$ cat src/rtl/lcd_dma_pkg.sv
// Shared types and constants for the LCD DMA burst scheduler.
// Holds the scheduler state encoding, parameter defaults and panel select values.
package lcd_dma_pkg;

    localparam int unsigned BURST_LEN_DEF  = 4;
    localparam int unsigned FIFO_DEPTH_DEF = 16;

    localparam logic PANEL_UP = 1'b0;
    localparam logic PANEL_LP = 1'b1;

    typedef enum logic [2:0] {
        ST_IDLE    = 3'd0,
        ST_WAIT_FP = 3'd1,
        ST_ARB     = 3'd2,
        ST_REQ     = 3'd3,
        ST_XFER    = 3'd4,
        ST_DONE    = 3'd5
    } state_t;

    // Remaining-word count after one burst, floored at zero.
    function automatic logic [19:0] rem_after_burst(input logic [19:0] rem,
                                                    input logic [19:0] burst);
        return (rem > burst) ? (rem - burst) : 20'd0;
    endfunction

endpackage

$ cat src/rtl/lcd_dma_rr_arb.sv
// Two-way round-robin arbiter between the upper and lower panel FIFOs.
// last_served resets to the lower panel so the upper panel wins the first tie.
module lcd_dma_rr_arb
    import lcd_dma_pkg::*;
(
    input  logic clk,
    input  logic rst,
    input  logic up_elig,
    input  logic lp_elig,
    input  logic served_valid,
    input  logic served_panel,
    output logic grant_valid,
    output logic grant_panel
);

    logic last_served;

    always_ff @(posedge clk) begin
        if (rst) begin
            last_served <= PANEL_LP;
        end else if (served_valid) begin
            last_served <= served_panel;
        end
    end

    always_comb begin
        grant_valid = up_elig | lp_elig;
        if (up_elig && lp_elig) begin
            grant_panel = ~last_served;
        end else if (lp_elig) begin
            grant_panel = PANEL_LP;
        end else begin
            grant_panel = PANEL_UP;
        end
    end

endmodule

$ cat src/rtl/lcd_dma_sched.sv
// Frame fetch scheduler: walks the upper/lower panel frame buffers in
// BURST_LEN-word bursts, issuing requests to the AHB master as FIFO room allows.
module lcd_dma_sched
    import lcd_dma_pkg::*;
#(
    parameter int unsigned BURST_LEN  = BURST_LEN_DEF,
    parameter int unsigned FIFO_DEPTH = FIFO_DEPTH_DEF
) (
    input  logic        HCLK,
    input  logic        HRESET,
    input  logic        lcd_en,
    input  logic        dual_panel,
    input  logic [31:0] upbase,
    input  logic [31:0] lpbase,
    input  logic [19:0] frame_words,
    input  logic        fp_pulse,
    input  logic [4:0]  up_free,
    input  logic [4:0]  lp_free,
    output logic        burst_req,
    output logic [31:0] burst_addr,
    output logic        burst_panel,
    input  logic        burst_ack,
    input  logic        burst_done,
    output logic [31:0] upcurr,
    output logic [31:0] lpcurr,
    output logic        frame_done,
    output state_t      dbg_state
);

    localparam logic [19:0] BL20   = 20'(BURST_LEN);
    localparam logic [5:0]  BL6    = 6'(BURST_LEN);
    localparam logic [5:0]  DEPTH6 = 6'(FIFO_DEPTH);
    localparam logic [31:0] STEP   = 32'(4 * BURST_LEN);

    state_t      state, next_state;
    logic [19:0] up_rem, lp_rem;
    logic        fp_pend;

    logic [19:0] fw_masked, load_rem;
    logic [5:0]  up_room, lp_room;
    logic        up_elig, lp_elig, grant_valid, grant_panel;
    logic        all_done, reload, arb_grant, to_done, xfer_done;

    assign fw_masked = frame_words & ~20'h3;
    assign load_rem  = (fw_masked < BL20) ? 20'd0 : fw_masked;

    // A FIFO can never really hold more than its depth; clamp a bogus report.
    assign up_room = ({1'b0, up_free} > DEPTH6) ? DEPTH6 : {1'b0, up_free};
    assign lp_room = ({1'b0, lp_free} > DEPTH6) ? DEPTH6 : {1'b0, lp_free};
    assign up_elig = (up_rem != 20'd0) && (up_room >= BL6);
    assign lp_elig = (lp_rem != 20'd0) && (lp_room >= BL6);
    assign all_done = (up_rem == 20'd0) && (lp_rem == 20'd0);

    assign reload    = lcd_en && ((((state == ST_WAIT_FP) || (state == ST_DONE)) && fp_pulse)
                                  || ((state == ST_ARB) && fp_pend));
    assign to_done   = (state == ST_ARB) && lcd_en && !fp_pend && all_done;
    assign arb_grant = (state == ST_ARB) && lcd_en && !fp_pend && !all_done && grant_valid;
    assign xfer_done = (state == ST_XFER) && burst_done;

    lcd_dma_rr_arb u_arb (
        .clk          (HCLK),
        .rst          (HRESET),
        .up_elig      (up_elig),
        .lp_elig      (lp_elig),
        .served_valid (xfer_done),
        .served_panel (burst_panel),
        .grant_valid  (grant_valid),
        .grant_panel  (grant_panel)
    );

    always_ff @(posedge HCLK) begin
        if (HRESET) begin
            state <= ST_IDLE;
        end else begin
            state <= next_state;
        end
    end

    always_comb begin
        next_state = state;
        case (state)
            ST_IDLE:    if (lcd_en) next_state = ST_WAIT_FP;
            ST_WAIT_FP: if (!lcd_en) next_state = ST_IDLE;
                        else if (fp_pulse) next_state = ST_ARB;
            ST_ARB:     if (!lcd_en) next_state = ST_IDLE;
                        else if (fp_pend) next_state = ST_ARB;
                        else if (all_done) next_state = ST_DONE;
                        else if (grant_valid) next_state = ST_REQ;
            ST_REQ:     if (!lcd_en) next_state = ST_IDLE;
                        else if (burst_ack) next_state = ST_XFER;
            ST_XFER:    if (burst_done) next_state = lcd_en ? ST_ARB : ST_IDLE;
            ST_DONE:    if (!lcd_en) next_state = ST_IDLE;
                        else if (fp_pulse) next_state = ST_ARB;
            default:    next_state = ST_IDLE;
        endcase
    end

    // burst_req is the valid: held with stable burst_addr/burst_panel until
    // burst_ack (ready) is seen in the same cycle, or withdrawn when lcd_en drops.
    always_comb begin
        burst_req = (state == ST_REQ);
        dbg_state = state;
    end

    always_ff @(posedge HCLK) begin
        if (HRESET) begin
            burst_addr  <= 32'd0;
            burst_panel <= PANEL_UP;
            upcurr      <= 32'd0;
            lpcurr      <= 32'd0;
            up_rem      <= 20'd0;
            lp_rem      <= 20'd0;
            frame_done  <= 1'b0;
            fp_pend     <= 1'b0;
        end else begin
            frame_done <= to_done;
            if (reload) begin
                upcurr <= upbase;
                lpcurr <= lpbase;
                up_rem <= load_rem;
                lp_rem <= dual_panel ? load_rem : 20'd0;
            end else if (xfer_done) begin
                if (burst_panel == PANEL_LP) begin
                    lpcurr <= lpcurr + STEP;
                    lp_rem <= rem_after_burst(lp_rem, BL20);
                end else begin
                    upcurr <= upcurr + STEP;
                    up_rem <= rem_after_burst(up_rem, BL20);
                end
            end
            if (arb_grant) begin
                burst_panel <= grant_panel;
                burst_addr  <= (grant_panel == PANEL_LP) ? lpcurr : upcurr;
            end
            // A frame strobe mid-burst is remembered and honoured at the next ARB.
            if (reload || state == ST_IDLE) begin
                fp_pend <= 1'b0;
            end else if (fp_pulse && (state == ST_ARB || state == ST_REQ || state == ST_XFER)) begin
                fp_pend <= 1'b1;
            end
        end
    end

endmodule

$ cat config.mk
export PLATFORM = sky130hd
export DESIGN_NAME = lcd_dma_sched
export DESIGN_NICKNAME = d
export VERILOG_FILES = /design/src/rtl/lcd_dma_pkg.sv /design/src/rtl/lcd_dma_rr_arb.sv /design/src/rtl/lcd_dma_sched.sv
export SDC_FILE = /design/constraint.sdc
export NUM_CORES = 1
export LEC_CHECK = 0
export ABC_CLOCK_PERIOD_IN_PS = 2800
export CAP_MARGIN = 40
export CORE_MARGIN = 3
export CORE_UTILIZATION = 50
export DETAILED_ROUTE_END_ITERATION = 8
export PLACE_DENSITY = 0.82
export SYNTH_ARGS = -nofsm -noshare
export SYNTH_HDL_FRONTEND = slang
export SYNTH_SLANG_ARGS = --single-unit
$ cat constraint.sdc
create_clock -name HCLK -period 2.8 [get_ports HCLK]
set_input_delay 0.28 -clock HCLK [delete_from_list [all_inputs] [get_ports HCLK]]
set_output_delay 0.28 -clock HCLK [all_outputs]
set_load 0.02 [all_outputs]
==> parameters.txt <==
Parameter                              Value

Outcome
  Run status ... finished clean

Yosys
  Netlist area before placement ... approximately 8000 sq um
  Predominant post-synthesis flop cell ... dfxtp_1
  Yosys warning total ... 0
  Leading post-synthesis cells by cell area ... dfxtp_1, o21ai_0, nand3_1
  Nets in the synthesized netlist ... around 1100
  Post-Syn Area per Cell ... approximately 7.9 sq um
  Gate count of the mapped netlist ... 993
  Post-synthesis sequential area ratio ... 35.6%
  Number of enable flip-flop cells after synthesis ... 0
  Post-synthesis sequential element count ... between 100 and 150
  Count of unique library cells instantiated by Yosys ... between 70 and 80
  Leading area contributor after synthesis ... dfxtp_1
  Share of async-settable or async-resettable flops after synthesis ... 0%
  Top-area cell type share of the netlist area ... 35.6%

Critical path
  Arrival time at the worst endpoint ... between 2000 and 3000 ps
  Category of cells accounting for the largest share of critical-path delay ... simple AND/OR/NAND/NOR gates
  Worst path max stage delay ... between 600 and 700 ps
  Setup crit end kind ... flop
  Crit path buf inv count ... 1
  Slowest stage cell on the critical path ... or4_1
  Worst path cell trace ... or4_1 > nor4_4 > buf_4 > a21bo_4 > nand3_1 > a311oi_1
  Crit path required time ... about 3100 ps
  Type of the worst setup path ... reg2reg
  Worst Path Max Fanout ... 32
  Sort of element at the start of the critical path ... flop

Timing
  Setup repair after global routing missed its margin ... no
  Worst relative slew slack ... between 40% and 50%
  Count of pins over their slew limit ... 0
  Final Setup Violations ... 0
  Achievable Freq ... around 400 MHz
  Tightest Pin Transition ... 752 ps
  Final Skew ... about 9 ps
  Setup TNS ... 0 ps
  Final hold violation count ... 0
  Time the final worst path needs with I/O delays and setup ... ~2500 ps
  Fraction of the cycle the final worst path needs ... about nine tenths

Global route
  Maximum number of pins on one net before global-route repair ... 75
  Combined global-route utilization of all metal layers ... between 30% and 40%
  GRT met1 Usage ... a little over two fifths
  Routing usage on met2 ... about half
  Global-route congestion overflow total ... 0
  Number of antenna violations at the first check in global routing ... 0
  Via count of the first global-routing pass ... ~8000
  M3 GR Usage ... between 5 and 6%
  Gr busiest metal ... met2
  Global-route wire length before repair ... about 43000 microns

Clock network
  Resize count post-CTS ... 0
  Root buffer cell ... clkbuf_16
  Number of H-tree levels ... 4
  # Post-CTS Setup Buffers ... 0
  Total of hold buffers inserted after clock tree synthesis ... 0
  Number of clock buffers inserted by TritonCTS ... 17
  Maximum buffer depth of the clock tree ... 2
  Clock sink count ... about 140
  CTS tree ... yes
  Clock-pin transition on the worst setup and hold timing paths ... ~60 ps
  Source-to-sink clock delay at the later pin of the worst-skew pair ... around 430 ps

Drt
  Final routed DRC violation total ... 0
  Average wire length per cell after detail routing ... just over 20 microns
  Detail-routed via count per cell ... around 6.4
  Total via count in the routed design ... about 9000
  Number of routed nets with antenna violations ... 0
  DR pass1 iterations ... 6
  Detailed Route WL ... approximately 28000 microns
  Initial DRC count ... 1361

Layout
  Post-layout util ... between 70 and 80%
  Number of antenna diodes ... 0
  Filler instances ... between 1000 and 1500
  Synthesis-to-layout area growth ... 37.1%
  Layout cells sized above 1 ... under 10%
  Number of nets in the finished design ... about 1300

Floorplan
  Height of the chip ... 131 microns
  Number of placement rows ... 45
  Core region area ... approximately 15000 sq um
  Starting density of the core ... between 50% and 60%
  Number of placed I/O pins ... about 200
  Width of the die ... ~130 microns
  Die ar. ... roughly 17000 sq um

Pwr
  Pwr Density ... between 900 and 1000 nW/um^2
  Leak pwr ... roughly 0.0036 uW
  Maximum resistive drop on vdd ... 1.11 mV

Place
  Final weighted congestion in routability-driven placement ... 0.948
  Quantity of I/O buffers inserted on ports ... 196
  DPL Wire Length ... between 15000 and 20000 microns

Flow run
  Total of max-cap violations ... 0

Hold path
  Worst hold path class ... in2reg
## state kept, by name (all words and copies together), names as in the netlist
name               flops
lpcurr                32
dbg_state              3
frame_done             1
upcurr                32
lp_rem                18
up_rem                18
burst_addr            32
u_arb.last_served      1
burst_panel            1
fp_pend                1
## per-stage QoR
stage	power, uW	setup WS, ps	hold slack (ps)	cells	cell area [sq um]
detailed placement	7800	308	445	1365	10200
floorplan	6050	472	412	993	7820
finish	10100	288	281	1396	10700
global placement	7660	256	438	1364	10100
global route	10600	129	310	1396	10700
CTS	10000	304	274	1396	10700
## worst reg2reg max path: stages (launching register included)
cell	delay [ps]
dfxtp_1	380
or4_1	660
nor4_4	240
buf_4	230
a21bo_4	410
nand3_1	170
a311oi_1	320
## synthesized netlist by cell type, types with 11 or more instances
master and number:
nor4_1 20, a311oi_1 34, buf_2 13, nor2_1 55
a22oi_1 19, nor3_1 58, or4_1 15, nand3_1 64
nand2_1 81, xor2_1 13, a21oi_1 61, a211oi_1 17
and4_1 12, xnor2_1 13, and3_1 12, o21ai_0 79
o211ai_1 14, a31oi_1 37, dfxtp_1 139, inv_1 19
or3_1 11, nand4_1 21, clkbuf_1 57
## cell type report
type / instances / area (sq um) / share of cell area [%]
inverters: 20 / 75.1 / 0.700
clock inverters: 10 / 120 / 1.12
multi-input cells: 750 / 4650 / 43.3
well taps: 211 / 264 / 2.46
clock buffers: 21 / 450 / 4.20
flip-flops and latches: 139 / 2780 / 26.0
repair buffers: 245 / 2380 / 22.2
## power by group
group | internal, uW | total, uW | switching (uW) | leakage, uW
Clock | 1330 | 2210 | 883 | 0.000273
Sequential | 2280 | 2690 | 408 | 0.00113
Combinational | 2010 | 5230 | 3220 | 0.00215
## cells in the final DEF (no fill, tap or decap), types with 13 or more instances in the layout
cell type,n
clkdlybuf4s50_1,195
dfxtp_1,139
nand2_1,81
o21ai_0,78
nand3_1,64
a21oi_1,60
nor3_1,58
nor2_1,54
buf_4,45
a31oi_1,37
a311oi_1,34
nand4_1,21
nor4_1,20
inv_1,19
a22oi_1,19
clkbuf_16,17
a211oi_1,16
or4_1,15
o211ai_1,14
xor2_1,13
xnor2_1,13
## kinds of logic after synthesis
group / after synthesis / share of synthesized area (%)
simple gates: 381 / 25.8
compound gates: 329 / 28.0
flops: 139 / 35.6
buf+inv: 104 / 5.65
xor+xnor: 26 / 2.91
fa+ha+maj: 8 / 1.28
mux: 6 / 0.800
## layer usage
| metal | wire length, microns | vias up | part of all wire (%) |
|---|---|---|---|
| met1 | 11400 | 4144 | 40 |
| met2 | 13100 | 567 | 46 |
| met5 | 0 | - | 0 |
| met3 | 3010 | 71 | 11 |
| met4 | 776 | 0 | 2.7 |
| li1 | - | 4183 | - |
## worst paths after layout
check	startpoint	endpoint	slack (ps)	cells past startpoint
setup reg to reg	up_rem[8]	burst_addr[17]	290	6
hold reg to reg	up_rem[13]	up_rem[13]	450	2
hold / removal	HRESET	up_rem[12]	280	2
setup / recovery	up_rem[8]	burst_addr[17]	290	6
No activity file was read; power rests on OpenSTA's default activity.
==> RTL edit (same flow settings) <==
Make the reset (`HRESET` and `rst`) asynchronous in 3 clocked blocks.
--- a/src/rtl/lcd_dma_rr_arb.sv
+++ b/src/rtl/lcd_dma_rr_arb.sv
@@ -15,7 +15,7 @@
 
     logic last_served;
 
-    always_ff @(posedge clk) begin
+    always_ff @(posedge clk or posedge rst) begin
         if (rst) begin
             last_served <= PANEL_LP;
         end else if (served_valid) begin
--- a/src/rtl/lcd_dma_sched.sv
+++ b/src/rtl/lcd_dma_sched.sv
@@ -68,7 +68,7 @@
         .grant_panel  (grant_panel)
     );
 
-    always_ff @(posedge HCLK) begin
+    always_ff @(posedge HCLK or posedge HRESET) begin
         if (HRESET) begin
             state <= ST_IDLE;
         end else begin
@@ -102,7 +102,7 @@
         dbg_state = state;
     end
 
-    always_ff @(posedge HCLK) begin
+    always_ff @(posedge HCLK or posedge HRESET) begin
         if (HRESET) begin
             burst_addr  <= 32'd0;
             burst_panel <= PANEL_UP;
Function: differs if HRESET is asserted again (counterexample within 4 cycles, from zero or initial values and one cycle with HRESET high); with HRESET held inactive, the same outputs for 4 cycles.
==> RTL edit against the original RTL <==
- cell count shrank 4.4%
- worst setup slack better by 3.3 ps
- sequential share of layout area increased by 5.8 points
- cell area up 2.2%
- routed wire length fell by 1.1%
- clock power rose by 3%
- synthesized area increased by 3.1%
- sequential cell count unchanged
- first-iteration DRC count fell by 25%
- maximum frequency grew 0.13%
- sequential power increased by 57%
- power is 17% higher
- critical path type unchanged
- largest power group unchanged
==> RTL edit: results (changes against the original RTL) <==
* Portion of the layout cell area used by clock cells: 5.39% (+0.067 points)
* Worst path max stage delay: 530 ps (-130 ps)
* Final critical delay including setup and external delays: 2510 ps (-3.32 ps)
- Dominant cells by area after synthesis: sky130_fd_sc_hd__dfrtp_1 (43%), sky130_fd_sc_hd__o21ai_0 (5.8%), sky130_fd_sc_hd__nand2_1 (5.5%), sky130_fd_sc_hd__nand3_1 (4.6%), sky130_fd_sc_hd__nor3_1 (3.6%)
- Multi-input logic cell count: 704 (-6.1%)
- Synth cell count leaders: sky130_fd_sc_hd__dfrtp_1 (138), sky130_fd_sc_hd__nand2_1 (118), sky130_fd_sc_hd__o21ai_0 (93)
- The number of placed instances, taps included was 1304 (-4.5%).
- Share of the synthesized netlist area taken by xor and xnor gates: 3.58% (+0.67 points)
* Area taken by multi-input logic gates: 4270 um^2 (-8.0%)
* Routability cong.: 0.947 (-0.19%)
- The sequential-to-total area share from yosys stat is 43.2% (+7.6 points).
* Vias in the first global route: 8242 (+2.9%)
- The mux cell area share after synthesis came to 0.450% (-0.35 points).
- The sequential cell area was 3480 um^2 (+25%).
- The switching fraction of total power came to 42.1% (-2.4 points).
* Total number of vias: 8622 (-3.8%)
* Synthesized-area fraction occupied by adder cells: 1.24% (-0.038 points)
- Peak ir drop on the vdd network: 0.000512 V (-54%)
* Total routing resource utilization after global routing: 31.8% (+0.19 points)
- The share of post-route cells with drive strength above 1 was 8.72% (+0.20 points).
- Leakage power summed over all cells: 4.20 nW (+18%)
* Total cell area at the placement stage: 10400 um^2 (+2.2%)
- The maximum fanout count along the critical path is 9 (-72%).
- Post-DP HPWL: 20100 um (+1.4%)
* Run status: complete, no violations
* Number of logic inverters in the finished layout: 13 (-35%)
- Relative slew slack: 49.3% (-0.17 points)
- The slowest stage of the critical path is the sky130_fd_sc_hd__dfrtp_1 cell.
- The fraction of area in registers was 31.7% (+5.8 points).
- The core area came to 15500 um^2 (+1.5%).
- Portion of the layout cell area used by non-clock buffers: 21.0% (-1.2 points)
* FFs w/ async S/R, synth: 100% (+100 points)
* Post-synth net total: 1030 (-6.5%)
- Routed WL per cell: 21.0 um (+3.4%)
* Post-synth cell types: 76 (+4.1%)
- The worst clock skew was 6.96 ps (-2.04 ps).
- Final Net Count: 1221 (-4.8%)
* First-pass GRT wire length: 45200 um (+5.1%)
- Synth Area in Compound Gates: 21.2% (-6.8 points)
- The largest net degree at the start of global routing is 55 (-27%).
- The hold slack was 336 ps (+54.4 ps).
* Final-layout clock buffer total: 25 (+19%)
- The share of total power in the clock network came to 19.1% (-2.8 points).
- The tightest min-delay check is of the in2async type.
==> RTL edit: changes by cell type in the layout (fill, tap and decap cells not counted), moves of 16 or more <==
cell                       change
sky130_fd_sc_hd__nor2_1       -21
sky130_fd_sc_hd__a221o_1      +16
sky130_fd_sc_hd__dfxtp_1     -139
sky130_fd_sc_hd__a311oi_1     -33
sky130_fd_sc_hd__nand2_1      +37
sky130_fd_sc_hd__a21oi_1      -41
sky130_fd_sc_hd__dfrtp_1     +138
==> RTL edit: worst paths after layout <==
check	startpoint	endpoint
hold / removal	HRESET	lpcurr[23]
hold reg to reg	u_arb.last_served	u_arb.last_served
max in group asynchronous	HRESET	lp_rem[9]
setup reg to reg	dbg_state[2]	upcurr[30]
min in group HCLK	lpbase[0]	lpcurr[0]
setup / recovery	dbg_state[2]	upcurr[30]
==> RTL edit: per-layer routing <==
metal / part of all wire (%) / global-route usage [%]
met4: 4.5 / 14.3
met3: 8.7 / 5.78
met5: 0 / 0
met1: 39 / 42.4
met2: 48 / 50.7
